[config.mk]
export PLATFORM = sky130hd
export DESIGN_NAME = ldm_ctrl
export DESIGN_NICKNAME = d
export VERILOG_FILES = /design/src/rtl/ldm_ctrl.sv
export SDC_FILE = /design/constraint.sdc
export NUM_CORES = 1
export LEC_CHECK = 0
export BUFFER_PORTS_ARGS = -buffer_cell sky130_fd_sc_hd__buf_2
export CAP_MARGIN = 25
export CORE_MARGIN = 10
export CORE_UTILIZATION = 35
export CTS_BUF_LIST = sky130_fd_sc_hd__clkbuf_8
export CTS_CLUSTER_SIZE = 25
export DETAILED_ROUTE_END_ITERATION = 16
export GPL_TIMING_DRIVEN = 0
export SLEW_MARGIN = 10
export SYNTH_ARGS = -nofsm -noshare
export SYNTH_HDL_FRONTEND = slang
export SYNTH_SLANG_ARGS = --single-unit
[constraint.sdc]
create_clock -name i_clk -period 11.88 [get_ports i_clk]
set_input_delay 3.564 -clock i_clk [delete_from_list [all_inputs] [get_ports i_clk]]
set_output_delay 3.564 -clock i_clk [all_outputs]
set_load 0.05 [all_outputs]
[src/rtl/ldm_ctrl.sv]
// LDM/STM block-transfer sequencer: one word per accepted memory beat, then optional base writeback.
// Optional `LDM_PC_FLUSH_EN adds an R15-load redirect (o_pc_load/o_pc_target) and delays o_done one cycle.
module ldm_ctrl #(
  parameter int ADDR_W = 32,
  parameter int STEP   = 4
) (
  input  logic              i_clk,
  input  logic              i_rst_n,
  input  logic              i_start,
  input  logic              i_ldm_p,
  input  logic              i_ldm_u,
  input  logic              i_ldm_l,
  input  logic              i_ldm_w,
  input  logic [15:0]       i_ldm_reglist,
  input  logic [3:0]        i_rn_code,
  input  logic [ADDR_W-1:0] i_base,
  output logic              o_stall,
  output logic              o_busy,
  output logic              o_mem_vld,
  output logic              o_mem_we,
  output logic [ADDR_W-1:0] o_mem_addr,
  output logic [ADDR_W-1:0] o_mem_wdata,
  input  logic              i_mem_rdy,
  input  logic [ADDR_W-1:0] i_mem_rdata,
  output logic [3:0]        o_st_rd_code,
  input  logic [ADDR_W-1:0] i_st_rd_data,
  output logic              o_ld_wr_vld,
  output logic [3:0]        o_ld_wr_code,
  output logic [ADDR_W-1:0] o_ld_wr_data,
  output logic              o_base_wb_vld,
  output logic [3:0]        o_base_wb_code,
  output logic [ADDR_W-1:0] o_base_wb_data,
  output logic              o_done,
`ifdef LDM_PC_FLUSH_EN
  output logic              o_pc_load,
  output logic [ADDR_W-1:0] o_pc_target,
`endif
  input  logic              i_flush
);

  typedef enum logic [1:0] {S_IDLE, S_XFER, S_FIN, S_PCW} state_t;

  state_t            r_state;
  logic [15:0]       r_mask;
  logic [ADDR_W-1:0] r_addr;
  logic [ADDR_W-1:0] r_final;
  logic [3:0]        r_rn;
  logic              r_l;
  logic              r_wb;
`ifdef LDM_PC_FLUSH_EN
  logic              r_pc;
`endif

  logic [4:0]        w_cnt;
  logic [3:0]        w_cur;
  logic [15:0]       w_mask_nxt;
  logic [ADDR_W-1:0] w_step;
  logic [ADDR_W-1:0] w_span;
  logic [ADDR_W-1:0] w_start_addr;
  logic [ADDR_W-1:0] w_final;
  logic              w_xfer;
  logic              w_fin;
  logic              w_beat;

  always_comb begin
    w_cnt = '0;
    for (int i = 0; i < 16; i++) w_cnt = w_cnt + 5'(i_ldm_reglist[i]);
  end

  // Descending scan so the last hit is the lowest set bit.
  always_comb begin
    w_cur = '0;
    for (int i = 15; i >= 0; i--) if (r_mask[i]) w_cur = 4'(i);
  end

  assign w_mask_nxt = r_mask & ~(16'd1 << w_cur);
  assign w_step     = ADDR_W'(STEP);
  assign w_span     = ADDR_W'(w_cnt) * w_step;
  assign w_final    = i_ldm_u ? i_base + w_span : i_base - w_span;

  always_comb begin
    case ({i_ldm_p, i_ldm_u})
      2'b01:   w_start_addr = i_base;
      2'b11:   w_start_addr = i_base + w_step;
      2'b00:   w_start_addr = i_base - w_span + w_step;
      default: w_start_addr = i_base - w_span;
    endcase
  end

  assign w_xfer = (r_state == S_XFER);
  assign w_fin  = (r_state == S_FIN);
  assign w_beat = w_xfer & i_mem_rdy;

  always_ff @(posedge i_clk) begin
    if (!i_rst_n) begin
      r_state <= S_IDLE;
      r_mask  <= '0;
      r_addr  <= '0;
      r_final <= '0;
      r_rn    <= '0;
      r_l     <= 1'b0;
      r_wb    <= 1'b0;
`ifdef LDM_PC_FLUSH_EN
      r_pc    <= 1'b0;
`endif
    end else begin
      case (r_state)
        S_IDLE: if (i_start) begin
          r_mask  <= i_ldm_reglist;
          r_addr  <= w_start_addr;
          r_final <= w_final;
          r_rn    <= i_rn_code;
          r_l     <= i_ldm_l;
          // A loaded base wins over the writeback.
          r_wb    <= i_ldm_w & ~(i_ldm_l & i_ldm_reglist[i_rn_code]);
`ifdef LDM_PC_FLUSH_EN
          r_pc    <= 1'b0;
`endif
          r_state <= (w_cnt != 5'd0) ? S_XFER : S_FIN;
        end
        S_XFER: if (i_mem_rdy) begin
          r_mask <= w_mask_nxt;
          r_addr <= r_addr + w_step;
`ifdef LDM_PC_FLUSH_EN
          if (r_l && w_cur == 4'd15) r_pc <= 1'b1;
`endif
          if (w_mask_nxt == 16'd0) r_state <= S_FIN;
        end
`ifdef LDM_PC_FLUSH_EN
        S_FIN:   r_state <= r_pc ? S_PCW : S_IDLE;
`else
        S_FIN:   r_state <= S_IDLE;
`endif
        default: r_state <= S_IDLE;
      endcase
      if (i_flush) begin
        r_state <= S_IDLE;
        r_mask  <= '0;
      end
    end
  end

  assign o_busy         = (r_state != S_IDLE);
  assign o_stall        = o_busy | i_start;
  assign o_mem_vld      = w_xfer;
  assign o_mem_we       = w_xfer & ~r_l;
  assign o_mem_addr     = r_addr;
  assign o_st_rd_code   = w_cur;
  assign o_mem_wdata    = w_xfer ? i_st_rd_data : '0;
  assign o_ld_wr_vld    = w_beat & r_l;
  assign o_ld_wr_code   = w_cur;
  assign o_ld_wr_data   = i_mem_rdata;
  assign o_base_wb_vld  = w_fin & r_wb & ~i_flush;
  assign o_base_wb_code = r_rn;
  assign o_base_wb_data = r_final;
`ifdef LDM_PC_FLUSH_EN
  assign o_pc_load      = o_ld_wr_vld & (w_cur == 4'd15);
  assign o_pc_target    = i_mem_rdata & ~ADDR_W'(3);
  assign o_done         = ((w_fin & ~r_pc) | (r_state == S_PCW)) & ~i_flush;
`else
  assign o_done         = w_fin & ~i_flush;
`endif

endmodule

==> out/summary.md <==
The run finished with clean final reports. The synthesized netlist cell count came out at 1311. The first global-routing pass estimated 62400 um of wire. CTS saw 88 sinks. Clock tree synthesis inserted a total of 9 buffers.

Internal power comes to 757 uW. Counting I/O delays and the setup requirement, the final critical path takes 10.25 ns. Per report_power, the clock group accounts for 12.9% of the total. Post-route fraction of the period consumed by the critical path: 86.3%. The hold buffer count at CTS came out at 0.

The tools report the count of final max-slew check failures as 0. TritonCTS built the clock tree. The tools report the detailed-routing iteration count for the pre-antenna-repair pass as 5.

Longest individual stage delay on the worst path: 0.63 ns. The placeable core region was 25300 um2. Yosys attributes the largest share of cell area to sky130_fd_sc_hd__dfxtp_1 (19%), sky130_fd_sc_hd__nand2_1 (6.8%), sky130_fd_sc_hd__a21oi_1 (6.5%), sky130_fd_sc_hd__xnor2_1 (4.8%), sky130_fd_sc_hd__nor2_1 (4.8%). When the netlist entered floorplanning its net count stood at 1469.

The die is 181 um wide. The fraction of layout cells with a size suffix above 1 came out at 20.2%. The logs give 21.9% for the register share of total power and 10600 um2 for the cell area after placement. The share of the synthesized area in the top cell type works out to 19.4%. Setup repair after global routing left no endpoint under its margin. STA puts the critical path data arrival time at 10.56 ns.

In the layout the commonest cells are sky130_fd_sc_hd__buf_2 (233), sky130_fd_sc_hd__nand2_1 (163), sky130_fd_sc_hd__a21oi_1 (118). The total half-perimeter wirelength after legalization and detailed placement is 33200 um, and the worst clock skew is 0.0167 ns. Averaged over all synthesized cells, the footprint is 6.91 um2. The number of DRC markers after the initial detailed-route iteration was 992. The tools report the root buffer cell as sky130_fd_sc_hd__clkbuf_8.

Across all layers, the routed design uses 10892 vias. The synthesized cell area is 9060 um2. The dominant register cell in the synthesized netlist was sky130_fd_sc_hd__dfxtp_1. For this run, the top clock speed supported by timing is 0.0976 GHz. Timing startpoint of the critical path: i_ldm_reglist[5].

The Yosys warning count came out at 0. The source of the worst register-to-register timing path was r_mask[0]$_SDFFE_PP0P_. Setup violations remaining at the end of the flow were counted as 0. Number of hold-slack violations in the final timing report: 0.

The CTS clock-pin slew for the worst setup and hold paths came out at 0.10 ns. Slowest cell on the critical path: sky130_fd_sc_hd__a211oi_2. Dividing total power by cell area gives a power density of 158 nW/um2. I/O pin total: 272. Counting flops with an async set or reset pin after synthesis yields a share of 0%. The maximum fanout along the worst path came out at 10. STA classifies the critical path startpoint as a primary input. The finished cells cover 10800 um2. The synthesized design contains 0 enable-type register cells. The number of maximum-capacitance violations was 0; the die area was 32700 um2. Synthesis instantiated 76 different standard cells from the library. Post-route DRC violation count: 0. The worst setup path is captured at a flip-flop.

The tools report the via count of the first global-routing pass as 10310. IR analysis of the VDD net gives a maximum drop of 123 uV. The pin slew with the least headroom to its limit is 0.982 ns, and the leakage dissipation is 4.42 nW. The final layout contains routed wiring with a total length of 41000 um. Summed over all nets, the switching power comes to 950 uW. Combinational power share: 65.3%.

Net switching is 55.6% of the power. The number of setup buffers added after CTS is 0. Dividing the detail-routed wire length by the instance count gives 21.7 um. In this run the deepest clock path goes through 2 buffers. The tools report the source-to-sink clock delay at the later pin of the worst-skew pair as 0.41 ns. The class of the most critical hold timing path was flip-flop to flip-flop. The initial utilization of the core area, before any placement, comes to 35.8%.

After detailed routing, the number of vias per cell comes to 5.77. After floorplanning, the core was divided into 58 placement rows. The synthesized flop and latch total was 88.

Summed over all instances, the cell type with the most area after synthesis is sky130_fd_sc_hd__dfxtp_1. Measured against its own limit, the worst slew margin works out to 34.1%. The number of antenna diodes in the final layout is 0. Entering global routing, the biggest net connects 17 pins. The number of antenna violations at the first check in global routing is 0, and the remaining global-route overflow is 0.

Once the clock tree was built, the resizer swapped 0 gates to a different size. Global routing consumed, over all layers together, 23.7% of the routing resources. Startpoint of the most critical hold path: o_base_wb_data[29]$_SDFFE_PN0P_. The area growth from synthesis to final layout came out at 19.5%.

Leaving out fill and tap cells, the most frequent cell in the layout is sky130_fd_sc_hd__buf_2. The logs give 3 for the number of levels the H-tree was split into and 0 for the remaining number of nets flagged by the antenna check after routing. For this run, the post-layout net count is 1712.

For the worst setup path, the data required time is 12.19 ns. The critical setup path kind was primary input to flip-flop. Buffers placed on the I/O ports in this run total 232. The logs give 0 ns for the setup TNS after final layout and 19.4% for the share of the yosys chip area belonging to registers. In this run the vertical extent of the chip is 181 um. Routability-driven placement finished with a final weighted congestion of 0.970.
## flip-flops by register name, summed over array words and instances, names as in the netlist
register and cells:
r_l 1, o_mem_addr 32, r_wb 1, o_base_wb_code 4, r_mask 16, r_state 2, o_base_wb_data 32
## cells by family after synthesis
group	after synthesis	share of synthesized area, %
buffers and inverters	192	9.46
muxes	14	2.27
AOI/OAI and AO/OA	375	26.8
DFF	88	19.4
and+or+nand+nor	531	29.0
xor gates and xnor gates	78	7.54
adders and majority gates	33	5.55
## power by group through the flow
stage	clock network (mW)	registers, mW	logic [mW]
final	0.220	0.373	1.11
after global routing	0.233	0.379	1.20
after CTS	0.220	0.372	1.10
after detailed placement	0	0.379	1.10
after global placement	0	0.378	1.09
after floorplan	0	0.488	0.684
## final cells by class
cell class	count	area (um2)
well taps	330	413
multi-input cells	1031	6440
flip-flops and latches	88	1760
clock buffers	10	138
plain buffers	126	609
inverters	66	248
fillers	2789	14500
repair buffers	232	1160
clock inverters	6	52.6
## worst paths after layout
path	slack (ns)	endpoint	depth (start not counted)
worst min register to register	0.45	o_base_wb_data[29]$_SDFFE_PN0P_	2
worst max register to register	8.46	r_state[1]$_SDFFE_PP0P_	7
worst max-delay path	1.63	o_mem_addr[30]$_SDFFE_PN0P_	25
worst min-delay path	0.45	o_base_wb_data[29]$_SDFFE_PN0P_	2
## synthesized netlist by cell type (19+ instances only)
library cell / count
sky130_fd_sc_hd__xor2_1: 28
sky130_fd_sc_hd__a211oi_1: 19
sky130_fd_sc_hd__clkbuf_1: 83
sky130_fd_sc_hd__and2_1: 41
sky130_fd_sc_hd__and3_1: 21
sky130_fd_sc_hd__nor3_1: 30
sky130_fd_sc_hd__nor2_1: 115
sky130_fd_sc_hd__a31oi_1: 21
sky130_fd_sc_hd__nand2_1: 163
sky130_fd_sc_hd__ha_1: 21
sky130_fd_sc_hd__o21ai_0: 77
sky130_fd_sc_hd__a21oi_1: 118
sky130_fd_sc_hd__nand3_1: 45
sky130_fd_sc_hd__inv_1: 64
sky130_fd_sc_hd__nor4_1: 19
sky130_fd_sc_hd__buf_4: 36
sky130_fd_sc_hd__xnor2_1: 50
sky130_fd_sc_hd__dfxtp_1: 88
## critical path: cells and delay by family
family	cells	cell delay [ns]
fa+ha+maj	6	2.56
compound gates	6	1.63
buf+inv	7	1.08
simple gates	4	1.08
xor+xnor	2	0.64
## layer usage
metal | part of all wire [%] | wire, um | vias to the layer above | global-route usage, %
li1 | - | - | 5168 | -
met1 | 44 | 18000 | 5058 | 32.0
met2 | 44 | 17900 | 614 | 36.9
met3 | 10 | 4280 | 52 | 5.81
met4 | 2.0 | 821 | 0 | 6.20
met5 | 0 | 0 | - | 0
## through the flow
stage	util (%)	setup slack, ns	hold slack (ns)	cells	total power, mW
floorplan	-	2.38	0.427	1311	1.17
global placement	42.0	1.46	0.437	1873	1.47
detailed placement	42.0	1.36	0.442	1873	1.48
CTS	42.7	1.76	0.457	1889	1.70
global route	42.7	1.38	0.470	1889	1.81
finish	42.7	1.63	0.453	1889	1.71
(Power assumes the default switching activity.)
